--- config.mk ---
export PLATFORM = sky130hd
export DESIGN_NAME = counter_cmd_sequencer
export DESIGN_NICKNAME = d
export VERILOG_FILES = /design/src/rtl/counter_ctrl_pkg.sv /design/src/rtl/counter_cmd_sequencer.sv
export SDC_FILE = /design/constraint.sdc
export NUM_CORES = 1
export LEC_CHECK = 0
export ABC_AREA = 1
export BUFFER_PORTS_ARGS = -buffer_cell sky130_fd_sc_hd__buf_4
export CAP_MARGIN = 5
export CORE_AREA = 5 5 67 69
export CTS_BUF_LIST = sky130_fd_sc_hd__clkbuf_4 sky130_fd_sc_hd__clkbuf_8
export DETAILED_ROUTE_END_ITERATION = 10
export DIE_AREA = 0 0 72 74
export PLACE_DENSITY = 0.72
export SLEW_MARGIN = 20
export SYNTH_ARGS = -nofsm -noshare
export SYNTH_HDL_FRONTEND = slang
export SYNTH_SLANG_ARGS = --single-unit
--- constraint.sdc ---
create_clock -name clk -period 1.5 [get_ports clk]
set_input_delay 0 -clock clk [delete_from_list [all_inputs] [get_ports clk]]
set_output_delay 0 -clock clk [all_outputs]
set_load 0.01 [all_outputs]
--- src/rtl/counter_ctrl_pkg.sv ---
// Shared types for the counter command sequencer.
// Op codes, FSM states and the counter width.
package counter_ctrl_pkg;

   localparam int CNT_W = 8;

   typedef enum logic [1:0] {
      OP_LOAD  = 2'd0,
      OP_RUN   = 2'd1,
      OP_UNTIL = 2'd2,
      OP_DRIVE = 2'd3
   } op_e;

   typedef enum logic [1:0] {
      S_IDLE  = 2'd0,
      S_LOAD  = 2'd1,
      S_RUN   = 2'd2,
      S_UNTIL = 2'd3
   } state_e;

endpackage

--- src/rtl/counter_cmd_sequencer.sv ---
// Command sequencer for the 8-bit programmable counter.
// Turns LOAD / RUN / RUN_UNTIL / SET_DRIVE into cycle-exact controls.
module counter_cmd_sequencer
   import counter_ctrl_pkg::*;
#(
   parameter logic DRIVE_RST = 1'b0
) (
   input  logic             clk,
   input  logic             rst_n,
   input  logic             ena,
   input  logic             cmd_valid,
   output logic             cmd_ready,
   input  logic [1:0]       cmd_op,
   input  logic [CNT_W-1:0] cmd_arg,
   input  logic             cmd_abort,
   input  logic [CNT_W-1:0] ctr_count,
   output logic             ctr_load,
   output logic [CNT_W-1:0] ctr_load_val,
   output logic             ctr_count_en,
   output logic             ctr_drive_en,
   output logic             busy,
   output logic             done
);

   state_e           state_q, state_d;
   logic [CNT_W-1:0] arg_q, arg_d;
   logic [CNT_W-1:0] rem_q, rem_d;
   logic             drive_q, drive_d;
   logic             done_q, done_d;
   logic             accept;
   logic             at_target;

   assign cmd_ready    = (state_q == S_IDLE) & ena;
   assign accept       = cmd_valid & cmd_ready;
   assign at_target    = (ctr_count == arg_q);
   assign busy         = (state_q != S_IDLE);
   assign done         = done_q & ena;
   assign ctr_drive_en = drive_q;
   assign ctr_load     = ena & (state_q == S_LOAD);
   assign ctr_load_val = (state_q == S_LOAD) ? arg_q : '0;
   assign ctr_count_en = ena & ((state_q == S_RUN) |
                         ((state_q == S_UNTIL) & ~at_target));

   // State, operand, remaining count, drive level and done pulse registers.
   always_ff @(posedge clk or negedge rst_n) begin
      if (!rst_n) begin
         state_q <= S_IDLE;
         arg_q   <= '0;
         rem_q   <= '0;
         drive_q <= DRIVE_RST;
         done_q  <= 1'b0;
      end else begin
         state_q <= state_d;
         arg_q   <= arg_d;
         rem_q   <= rem_d;
         drive_q <= drive_d;
         done_q  <= done_d;
      end
   end

   // Next-state logic; everything holds while ena is low.
   always_comb begin
      state_d = state_q;
      arg_d   = arg_q;
      rem_d   = rem_q;
      drive_d = drive_q;
      done_d  = 1'b0;
      if (ena) begin
         unique case (state_q)
            S_IDLE: begin
               if (accept) begin
                  arg_d = cmd_arg;
                  unique case (op_e'(cmd_op))
                     OP_LOAD:  state_d = S_LOAD;
                     OP_RUN: begin
                        state_d = S_RUN;
                        rem_d   = cmd_arg - 8'd1;
                     end
                     OP_UNTIL: state_d = S_UNTIL;
                     OP_DRIVE: begin
                        drive_d = cmd_arg[0];
                        done_d  = 1'b1;
                     end
                  endcase
               end
            end
            S_LOAD: begin
               state_d = S_IDLE;
               done_d  = 1'b1;
            end
            S_RUN: begin
               if (rem_q == '0) begin
                  state_d = S_IDLE;
                  done_d  = 1'b1;
               end else begin
                  rem_d = rem_q - 8'd1;
               end
            end
            S_UNTIL: begin
               if (at_target) begin
                  state_d = S_IDLE;
                  done_d  = 1'b1;
               end
            end
         endcase
         // Abort overrides any completion in the same cycle.
         if (cmd_abort && state_q != S_IDLE) begin
            state_d = S_IDLE;
            done_d  = 1'b0;
         end
      end
   end

endmodule
# [Word-level counts from Yosys, hierarchy flattened]
# Cells that the tools add are included.
# W data, S select, Z words.
[classes] add_sub_neg=2 n_eq_ne=14 muxes=18 bitwise_logic=8 reduce_logical=10
[ops] cell="$mux W8" n=4
[ops] cell="$pmux W8 S2" n=1
[ops] cell="$sub A8 B1 Y8 const B" n=2
[ops] cell="$reduce_and A5 Y1" n=2
[ops] cell="$eq A2 B2 Y1 const B" n=4
[ops] cell="$eq A8 B8 Y1" n=1
[ops] cell="$logic_not A8 Y1" n=1
[ops] cell="$mux W2" n=4
[ops] cell="$pmux W2 S4" n=1
[ops] cell="$and A1 B1 Y1" n=6
[ops] cell="$mux W1" n=6
[ops] cell="$ne A3 B2 Y1 const B" n=2
[ops] cell="$pmux W2 S3" n=1
[ops] cell="$ne A5 B1 Y1 const B" n=1
[ops] cell="$eq A2 B1 Y1 const B" n=2
[ops] cell="$logic_not A2 Y1" n=2
[ops] cell="$ne A2 B2 Y1 const B" n=2
[ops] cell="$pmux W1 S4" n=1
[ops] cell="$reduce_and A4 Y1" n=1
[ops] cell="$reduce_bool A2 Y1" n=2
[ops] cell="$ne A3 B1 Y1 const B" n=1
[ops] cell="$reduce_and A3 Y1" n=1
[ops] cell="$ne A2 B1 Y1 const B" n=1
[ops] cell="$logic_and A1 B1 Y1" n=1
[ops] cell="2 further kinds" n=2
[totals] register_bits=20 in_bits=23 word_cells=57

# [Depth between registers and ports, before layout]
# Gate-level depths: netlist of the first run.
[logic_depth] word_depth=7 mapped_depth=12

# [Least setup slack after synthesis of the first run]
# OpenSTA, ideal clock, no wires.
[synth_path] kind="register to register" from="register state_q[0]" to="register rem_q[6]" setup_time_ns=0.076 arrival_time_ns=1.412 required_time_ns=1.424 setup_slack_ns=0.012 stages_incl_launch_ff=11 n_path_buf=0 synth_period_minus_slack_ns=1.488 cell_sequence="dfrtp_1 -> inv_2 -> nand2_4 -> o21ai_1 -> ha_1 -> inv_1 -> a21oi_2 -> nand2_1 -> o21bai_1 -> nand3_1 -> o21ai_1"
[synth_between] elab_chain_len=5 word_cells_on_any_way=10
[synth_rtl] element="from (decl)" line_no="counter_cmd_sequencer.sv:25" rtl="state_e state_q, state_d;"
[synth_rtl] element="from (signal assigned)" line_no="counter_cmd_sequencer.sv:53" rtl="state_q <= state_d;"
[synth_rtl] element="$logic_not A2 Y1" line_no="counter_cmd_sequencer.sv:33, counter_cmd_sequencer.sv:69"
[synth_rtl] element="$and A1 B1 Y1" line_no="counter_cmd_sequencer.sv:33" rtl="assign cmd_ready = (state_q == S_IDLE) & ena;"
[synth_rtl] element="$and A1 B1 Y1" line_no="counter_cmd_sequencer.sv:34" rtl="assign accept = cmd_valid & cmd_ready;"
[synth_rtl] element="$ne A2 B2 Y1 (no source line)"
[synth_rtl] element="$reduce_and A5 Y1 (no source line)"
[synth_rtl] element="to (signal assigned)" line_no="counter_cmd_sequencer.sv:55" rtl="rem_q <= rem_d;"
[synth_rtl] element="to (decl)" line_no="counter_cmd_sequencer.sv:27" rtl="logic [CNT_W-1:0] rem_q, rem_d;"
# Several ways; a longest one is shown, not always the timed one.
# A chain may end at the register's enable or synchronous reset.

# [Worst setup path in the final report of the first run]
# Ends and elaborated chain as after synthesis.

==> results.sh, run 1 <==
export IMPL_postSynthAreaPerCell_sq_um=6.86
export IMPL_synth_net_count=239
export IMPL_h_tree_depth=1
export IMPL_antenna_left=0
export IMPL_fin_setup_tns_ns=-0.437
export IMPL_clk_latency_ns=0.26
export IMPL_grt_pass1_vias=1371
export IMPL_vias=1514
export IMPL_die_x_microns=72
export IMPL_drc=0
export IMPL_critPathKind="flop to flop"
export IMPL_n_antenna_cell=0
export IMPL_area_growth_pct=49.7
export IMPL_ys_warn_count=0
export IMPL_drt_wl_total_mm=4.01
export IMPL_crit_top_cell="inv_2"
export IMPL_overflow=0
export IMPL_fp_dieH_microns=74
export IMPL_hold_violations=0
export IMPL_instances_no_fill=325
export IMPL_end_kind="flop"
export IMPL_core_sq_um=3860
export IMPL_vdd_ir_drop_max_mv=0.598
export IMPL_drtIter0Drc=60
export IMPL_ys_seq_area_share_pct=34.8
export IMPL_cts_tree="yes"
export IMPL_grt_pass1_wl_mm=6.16
export IMPL_grt_max_degree=21
export IMPL_violations="negative setup slack"
export IMPL_grt_setup_unrepaired="yes"
export IMPL_critPathMaxStageDelay_ns=0.41
export IMPL_wl_per_cell_microns=12.3
export IMPL_clk_pin_slew_ns=0.08
export IMPL_cts_inserted_buffers=3
export IMPL_fin_ws_ns=-0.129
export IMPL_hpwl_mm=2.64
export IMPL_startpoint_type="flop"
export IMPL_nFillCells=340
export IMPL_postPlaceCellArea_sq_um=1850
export IMPL_fin_crit_ns=1.63
export IMPL_dp_cells=306
export IMPL_max_slew_margin_rel_pct=77.2
export IMPL_drive_gt1_share_pct=37.1
export IMPL_slew_viol_final=0
export IMPL_cp_top_family="compound AO/OA/AOI/OAI gates"
export IMPL_arrival_ns=1.82
export IMPL_final_cell_area_sq_um=2160
export IMPL_synthCells=210
export IMPL_holdWs_ns=0.0202
export IMPL_crit_fanout=4
export IMPL_gp_congestion=0.970
export IMPL_die_area_sq_um=5330
export IMPL_cts_buffer_depth=2
export IMPL_pwr_density_cell_nw_per_um2=1780
export IMPL_multi_input_area_sq_um=878
export IMPL_syn_area_sq_um=1440
export IMPL_via_per_inst=4.66
export IMPL_path_cells="inv_2, nand2_4, o21ai_4, ha_4, inv_2, a21oi_4, nand2_2, o21bai_1, nand3_1, o21ai_1"
export IMPL_regArea_sq_um=502
export IMPL_antenna_found_initial=0
export IMPL_worstHoldPathType="primary input to flop"
export IMPL_status="finished, violations left"
export IMPL_rows=23
export IMPL_min_period_over_period_pct=109
export IMPL_crit_required_ns=1.69
export IMPL_slowest_stage="dfrtp_1"
export IMPL_skew_ns=0.00251
export IMPL_ys_ff_latch=20
export IMPL_root_buffer="clkbuf_8"
export IMPL_setup_viol=7
export IMPL_num_nets_final=306
export IMPL_cap_violations=0
export IMPL_dr_pass1_iters=4
export IMPL_max_freq_ghz=0.614
export IMPL_cts_sinks=20
export IMPL_grtUsageTotal_pct=14.6
export IMPL_finalPower_mw=3.84
export IMPL_tightest_slew_ns=0.339
export IMPL_synth_cell_types=29
export IMPL_initial_core_util_pct=37.3
export IMPL_num_io_pins=37
export IMPL_critPathBufInv=2
export IMPL_io_buffers=36
export IMPL_power_leakage_nw=1.13
## cell usage in the layout (no fill, tap or decap), types with 2 or more instances in the layout
cell / count
inv_2: 4
buf_6: 4
inv_1: 31
nor2_1: 18
nor2_4: 5
o21ai_1: 10
xnor2_1: 3
o21ai_0: 11
inv_4: 2
nand2_2: 8
o21ai_2: 4
ha_1: 5
nand3_1: 7
nor2_2: 2
nand2_1: 60
o21ai_4: 2
nand2_4: 2
dfrtp_1: 19
clkbuf_8: 3
buf_4: 55
dlygate4sd3_1: 5
## flip-flops by register name, indices dropped and copies added (netlist names)
signal	count
ctr_drive_en	1
done_q	1
arg_q	8
rem_q	8
state_q	2
## cells by family (layout without fill, tap and decap cells)
group,count (synthesis),in the layout,synth area share [%]
compound gates,31,31,12.4
xor+xnor,4,4,2.43
fa+ha+maj,6,6,5.21
buf+inv,41,105,12.1
flops,20,20,34.8
simple gates,108,109,33.1
## per-layer routing
layer	part of all wire (%)	vias up	global-route usage (%)	wire length, microns
met5	0	-	0	0
met4	2.2	0	6.47	87
met3	5.6	9	1.89	223
met2	51	51	26.2	2050
met1	41	677	17.5	1650
li1	-	777	-	-
## synthesized netlist by cell type
cell      instances  share of area (%)
a211oi_1          1               0.52
a21oi_1           1               0.35
a21oi_2           1               0.61
buf_6             2                1.6
clkbuf_1          2               0.52
dfrtp_1          20                 35
ha_1              6                5.2
inv_1            33                8.6
inv_2             2               0.52
inv_4             2               0.87
nand2_1          66                 17
nand2_2           2               0.87
nand2_4           1               0.78
nand3_1           8                2.8
nand3b_1          1               0.52
nand4_1           1               0.43
nor2_1           19                5.0
nor2_2            3                1.3
nor2_4            3                2.3
nor3_1            1               0.35
nor3_2            1               0.70
nor4_1            1               0.43
o21ai_0          14                4.9
o21ai_1           9                3.1
o21ai_2           4                2.4
o21bai_1          1               0.52
or2_2             1               0.43
xnor2_1           3                1.8
xor2_1            1               0.61
## metrics by stage
step                      utilization, %  setup WS, ns
after floorplan                        -        0.0118
after global placement              47.9       -0.0341
after detailed placement            47.9        -0.108
after CTS                           52.6       -0.0681
after global routing                55.9        -0.228
final                               55.9        -0.129
## repair_timing
action / in CTS / in global routing
resized for setup: 10 / 23
endpoints found under the setup margin: 4 / 14
hold buffers: 5 / 0
hold endpoints to repair: 24 / 0
pin swaps: 5 / 10
buffers inserted: 7 / 3
cloned: 1 / 0
## path summary, 6_finish.rpt
kind / start / to / slack (ns) / cells past startpoint
setup / recovery: state_q[0] / rem_q[6] / -0.13 / 10
setup reg to reg: state_q[0] / rem_q[6] / -0.13 / 10
hold / removal: cmd_arg[5] / arg_q[5] / 0.02 / 3
min in group asynchronous: rst_n / rem_q[2] / 0.16 / 2
max in group asynchronous: rst_n / state_q[1] / 1.11 / 2
hold reg to reg: rem_q[3] / rem_q[3] / 0.50 / 2
## power breakdown
| group | internal (mW) | switching (mW) |
|---|---|---|
| clock network | 0.179 | 0.180 |
| registers | 0.802 | 0.219 |
| logic | 1.12 | 1.34 |
| total | 2.10 | 1.74 |
## cell type report
class                      instances  area share [%]
tap                               50            2.90
sequential                        20            23.3
multi-input combinational        150            40.7
timing repair buffer              65            24.5
clock buffer                       3            1.92
inverter                          37            6.67
## worst reg2reg max path, stage by stage (launching register included)
cell      delay (ns)
dfrtp_1         0.41
inv_2           0.12
nand2_4         0.09
o21ai_4         0.20
ha_4            0.17
inv_2           0.04
a21oi_4         0.14
nand2_2         0.08
o21bai_1        0.15
nand3_1         0.08
o21ai_1         0.07
Note: power is estimated with default switching activity, not from simulation.
==> run 2: changes to the inputs <==
Settings changed: MAX_ROUTING_LAYER set to met4.
Clock period 1.5 ns to 1.3 ns, I/O delays scaled along.
==> results.sh, run 2 (same netlist as run 1, synthesis figures left out) <==
export IMPL_sequentialPowerShare_pct=22.2
export IMPL_cp_depth=10
export IMPL_skew_ns=0.00148
export IMPL_grt_max_degree=21
export IMPL_dp_cells=325
export IMPL_worstHoldPathType="primary input to flop"
export IMPL_path_cells="inv_2, nand2_8, o21ai_4, ha_4, inv_2, a21oi_2, buf_4, nand4_1, nand3_1, o21ai_1"
export IMPL_postPlaceCellArea_sq_um=2020
export IMPL_overflow=0
export IMPL_switching_share_pct=43.9
export IMPL_grt_setup_unrepaired="yes"
export IMPL_r2r_start="state_q[0]"
export IMPL_crit_end="rem_q[6]"
export IMPL_max_freq_ghz=0.593
export IMPL_multi_input_area_sq_um=953
export IMPL_tightest_slew_ns=0.317
export IMPL_antenna_found_initial=0
export IMPL_critPathLaunch="state_q[0]"
export IMPL_die_area_sq_um=5330
export IMPL_cap_violations=0
export IMPL_initial_core_util_pct=37.3
export IMPL_via_per_inst=4.85
export IMPL_rrSetupSlack_ns=-0.39
export IMPL_core_sq_um=3860
export IMPL_vdd_ir_drop_max_mv=0.834
export IMPL_setup_viol=32
export IMPL_crit_top_cell="inv_2"
export IMPL_critPathBufInv=3
export IMPL_startpoint_type="flop"
export IMPL_route_met3_wl_microns=253
export IMPL_cp_top_family="compound AO/OA/AOI/OAI gates"
export IMPL_wl_per_cell_microns=13.7
export IMPL_drive_gt1_share_pct=45.3
export IMPL_die_x_microns=72
export IMPL_drc=0
export IMPL_clk_latency_ns=0.26
export IMPL_p_clk_share_pct=7.7
export IMPL_crit_required_ns=1.45
export IMPL_critPathKind="flop to flop"
export IMPL_grt_pass1_vias=1480
export IMPL_violations="negative setup slack"
export IMPL_p_comb_share_pct=70.1
export IMPL_dr_pass1_iters=4
export IMPL_h_tree_depth=1
export IMPL_rr_worst_depth=10
export IMPL_slew_viol_final=0
export IMPL_route_met2_wl_mm=2.53
export IMPL_gp_congestion=0.871
export IMPL_cts_inserted_buffers=3
export IMPL_r2r_end="rem_q[6]"
export IMPL_arrival_ns=1.83
export IMPL_nFillCells=314
export IMPL_final_cell_area_sq_um=2450
export IMPL_cts_buffer_depth=2
export IMPL_cts_tree="yes"
export IMPL_max_slew_margin_rel_pct=78.8
export IMPL_intPower_mw=2.98
export IMPL_met1_length_mm=1.92
export IMPL_highest_layer="met4"
export IMPL_final_cell_mix="buf_4 (77), nand2_1 (61), inv_1 (30), dfrtp_1 (19), nor2_1 (15)"
export IMPL_drtIter0Drc=102
export IMPL_regArea_sq_um=502
export IMPL_grtUsageTotal_pct=15.8
export IMPL_status="finished, violations left"
export IMPL_instances_no_fill=350
export IMPL_fin_ws_ns=-0.386
export IMPL_num_io_pins=37
export IMPL_n_antenna_cell=0
export IMPL_netSwitchingPower_mw=2.33
export IMPL_power_leakage_nw=1.29
export IMPL_fin_crit_ns=1.69
export IMPL_pwr_density_cell_nw_per_um2=2170
export IMPL_final_common_cell="buf_4"
export IMPL_end_kind="flop"
export IMPL_hold_violations=0
export IMPL_vias=1696
export IMPL_min_period_over_period_pct=130
export IMPL_hpwl_mm=3.05
export IMPL_cts_sinks=20
export IMPL_root_buffer="clkbuf_8"
export IMPL_io_buffers=36
export IMPL_antenna_left=0
export IMPL_drt_wl_total_mm=4.81
export IMPL_rows=23
export IMPL_crit_fanout=8
export IMPL_num_nets_final=331
export IMPL_top_regs="arg_q x8, rem_q x8, state_q x2"
export IMPL_clk_pin_slew_ns=0.07
export IMPL_critPathMaxStageDelay_ns=0.39
export IMPL_slowest_stage="dfrtp_1"
export IMPL_grt_pass1_wl_mm=6.46
export IMPL_fp_dieH_microns=74
export IMPL_area_growth_pct=70.3
==> run 2: cell count changes in the layout (fill, tap and decap cells not counted), moves of 2 or more <==
| cell | delta |
|---|---|
| nor2_2 | +3 |
| o21ai_0 | -8 |
| o21ai_2 | +3 |
| o21ai_1 | +4 |
| nor2_1 | -3 |
| buf_4 | +22 |
| nand3_1 | -2 |
| nand2_4 | +3 |
| nand2_2 | -6 |
| buf_6 | +3 |
==> run 2: worst min path at each step <==
| stage | start | endpoint | slack (ns) | depth (start not counted) |
|---|---|---|---|---|
| detailed placement | rst_n | rem_q[4] | -0.10 | 1 |
| CTS | cmd_abort | done_q | 0.004 | 4 |
| floorplan | rst_n | arg_q[0] | -0.30 | 0 |
| global placement | rst_n | rem_q[4] | -0.11 | 1 |
| global route | cmd_arg[7] | arg_q[7] | 0.04 | 3 |
| finish | cmd_arg[7] | arg_q[7] | 0.004 | 3 |
==> run 2: area by class of cell <==
type	count	share of cell area, %
sequential	20	20.5
inverter	37	5.97
clock buffer	3	1.68
multi-input combinational	149	38.9
tap	50	2.55
timing repair buffer	91	30.5
==> run 2: per-stage QoR <==
step,utilization [%],TNS [ns],hold WS [ns],total power [mW],worst slack [ns]
2_1_floorplan,-,-1.39,-0.296,2.61,-0.181
3_3_place_gp,52.4,-1.51,-0.108,3.81,-0.199
3_5_place_dp,52.4,-2.30,-0.104,3.89,-0.293
4_1_cts,56.8,-3.68,0.00436,4.51,-0.311
5_1_grt,63.6,-9.01,0.0369,5.67,-0.455
6_report,63.6,-6.56,0.00437,5.31,-0.386
==> run 2: per-layer routing <==
metal | vias up | global-route usage, %
met3 | 15 | 2.30
met2 | 55 | 28.5
li1 | 830 | -
met5 | - | -
met1 | 796 | 18.7
met4 | 0 | 3.13
==> run 2: worst register-to-register path, delay by kind of cell, from the launching register on <==
kind                     cells  cell delay [ns]
AND/OR/NAND/NOR              3             0.32
buffers and inverters        3             0.30
adder cells (fa/ha/maj)      1             0.16
AO/OA/AOI/OAI                3             0.41
flip-flops                   1             0.39
==> run 2: power groups by stage <==
| stage | registers (mW) | clock network [mW] | logic [mW] |
|---|---|---|---|
| 2_1_floorplan | 1.12 | 0 | 1.49 |
| 3_3_place_gp | 1.13 | 0 | 2.67 |
| 3_5_place_dp | 1.15 | 0 | 2.74 |
| 4_1_cts | 1.14 | 0.415 | 2.96 |
| 5_1_grt | 1.22 | 0.442 | 4.01 |
| 6_report | 1.18 | 0.411 | 3.72 |
==> run 2: what timing repair did <==
item,CTS,global route
resized for setup,13,44
hold buffers,5,0
endpoints found under the setup margin,32,32
cloned,0,1
hold endpoints to repair,24,0
buffers inserted,4,14
pin swaps,3,23
==> run 3: changes to the inputs <==
Settings changed: CAP_MARGIN 5 to not set, HOLD_SLACK_MARGIN set to 0.08.
==> results.sh, run 3 (same netlist as run 1, synthesis figures left out) <==
export IMPL_status="finished, violations left"
export IMPL_violations="negative setup slack"
export IMPL_crit_top_cell="nor2_4"
export IMPL_io_buffers=36
export IMPL_final_cell_mix="buf_4 (79), nand2_1 (57), inv_1 (31), dfrtp_1 (19), nor2_1 (15)"
export IMPL_antenna_left=0
export IMPL_root_buffer="clkbuf_8"
export IMPL_h_tree_depth=1
export IMPL_cts_sinks=20
export IMPL_worstHoldPathType="primary input to asynchronous set/reset pin"
export IMPL_min_period_over_period_pct=132
export IMPL_slew_viol_final=0
export IMPL_drive_gt1_share_pct=44.3
export IMPL_grt_max_degree=21
export IMPL_grt_pass1_vias=1503
export IMPL_overflow=0
export IMPL_die_x_microns=72
export IMPL_skew_ns=0.00153
export IMPL_holdWs_ns=0.148
export IMPL_pwr_density_cell_nw_per_um2=2110
export IMPL_nFillCells=305
export IMPL_num_io_pins=37
export IMPL_vdd_ir_drop_max_mv=0.814
export IMPL_rows=23
export IMPL_area_growth_pct=72.4
export IMPL_cts_tree="yes"
export IMPL_postPlaceCellArea_sq_um=2020
export IMPL_multi_input_area_sq_um=937
export IMPL_max_freq_ghz=0.582
export IMPL_grtUsageTotal_pct=16.2
export IMPL_drc=0
export IMPL_num_nets_final=336
export IMPL_n_antenna_cell=0
export IMPL_startpoint_type="flop"
export IMPL_critPathKind="flop to flop"
export IMPL_hold_violations=0
export IMPL_critPathMaxStageDelay_ns=0.47
export IMPL_initial_core_util_pct=37.3
export IMPL_fin_crit_ns=1.72
export IMPL_drt_wl_total_mm=4.86
export IMPL_regArea_sq_um=502
export IMPL_hpwl_mm=3.05
export IMPL_clk_pin_slew_ns=0.07
export IMPL_critPathBufInv=4
export IMPL_fin_ws_ns=-0.417
export IMPL_die_area_sq_um=5330
export IMPL_gp_congestion=0.871
export IMPL_rrSetupSlack_ns=-0.42
export IMPL_cts_inserted_buffers=3
export IMPL_finalPower_mw=5.25
export IMPL_final_common_cell="buf_4"
export IMPL_drtIter0Drc=88
export IMPL_wl_per_cell_microns=13.7
export IMPL_tightest_slew_ns=0.283
export IMPL_cts_buffer_depth=2
export IMPL_dr_pass1_iters=4
export IMPL_crit_required_ns=1.48
export IMPL_power_leakage_nw=1.30
export IMPL_slowest_stage="dfrtp_2"
export IMPL_max_slew_margin_rel_pct=80.9
export IMPL_clk_latency_ns=0.26
export IMPL_crit_fanout=7
export IMPL_top_regs="arg_q x8, rem_q x8, state_q x2"
export IMPL_fp_dieH_microns=74
export IMPL_core_sq_um=3860
export IMPL_setup_viol=32
export IMPL_end_kind="flop"
export IMPL_via_per_inst=4.88
export IMPL_final_cell_area_sq_um=2480
export IMPL_grt_setup_unrepaired="yes"
export IMPL_path_cells="buf_12, nor2_4, inv_4, nor2_4, nand2_2, inv_4, nor2_4, nor2_4, buf_6, nand3_2, o21ai_1"
export IMPL_grt_pass1_wl_mm=6.62
export IMPL_cap_violations=0
export IMPL_vias=1733
export IMPL_arrival_ns=1.90
export IMPL_antenna_found_initial=0
export IMPL_cp_top_family="simple AND/OR/NAND/NOR gates"
export IMPL_fin_setup_tns_ns=-8.46
run 3: changes by cell type in the layout (fill, tap and decap cells not counted), moves of 4 or more:
cell | before | now
dlygate4sd3_1 | 5 | 12
nand2_2 | 2 | 9
buf_6 | 7 | 2
nand2_1 | 61 | 57
o21ai_0 | 3 | 7
run 3: what timing repair did:
action                                  CTS  global route
pin swaps                                 3            16
gates resized for setup                  13            31
endpoints found under the setup margin   32            32
hold endpoints to repair                 29             0
hold buffers                             12             0
buffers inserted                          4            12
run 3: layer usage:
metal | vias to the layer above | global-route usage, % | part of all wire (%)
li1 | 839 | - | -
met1 | 811 | 19.4 | 39
met2 | 67 | 29.1 | 53
met3 | 16 | 2.30 | 5.8
met4 | 0 | 3.13 | 2.7
met5 | - | - | 0
run 3: per-stage QoR:
stage | util, % | instances | worst slack, ns
4_1_cts | 58.7 | 344 | -0.311
2_1_floorplan | - | 210 | -0.181
3_5_place_dp | 52.4 | 325 | -0.293
6_report | 64.4 | 355 | -0.417
5_1_grt | 64.4 | 355 | -0.499
3_3_place_gp | 52.4 | 325 | -0.199
run 3: final timing paths:
path | start | to | cells after the start
min in group clk | cmd_op[0] | state_q[0] | 5
setup reg to reg | state_q[1] | rem_q[6] | 11
max in group asynchronous | rst_n | state_q[1] | 2
setup / recovery | state_q[1] | rem_q[6] | 11
hold reg to reg | rem_q[3] | rem_q[3] | 2
hold / removal | rst_n | rem_q[4] | 2
run 3: cell type report:
class                   instances  area share [%]
flip-flops and latches         20            20.2
repair buffers                 96            32.1
inverters                      37            5.80
multi-input cells             149            37.8
clock buffers                   3            1.66
well taps                      50            2.52
run 3: worst reg2reg max path, delay by kind of cell (launching register included):
kind,cells,cell delay [ns]
and+or+nand+nor,6,0.61
AOI/OAI and AO/OA,1,0.11
buffers and inverters,4,0.45
DFF,1,0.47
run 3: report_power, final:
part	internal (mW)	switching, mW
sequential	0.926	0.250
combinational	1.82	1.84
clock	0.207	0.208
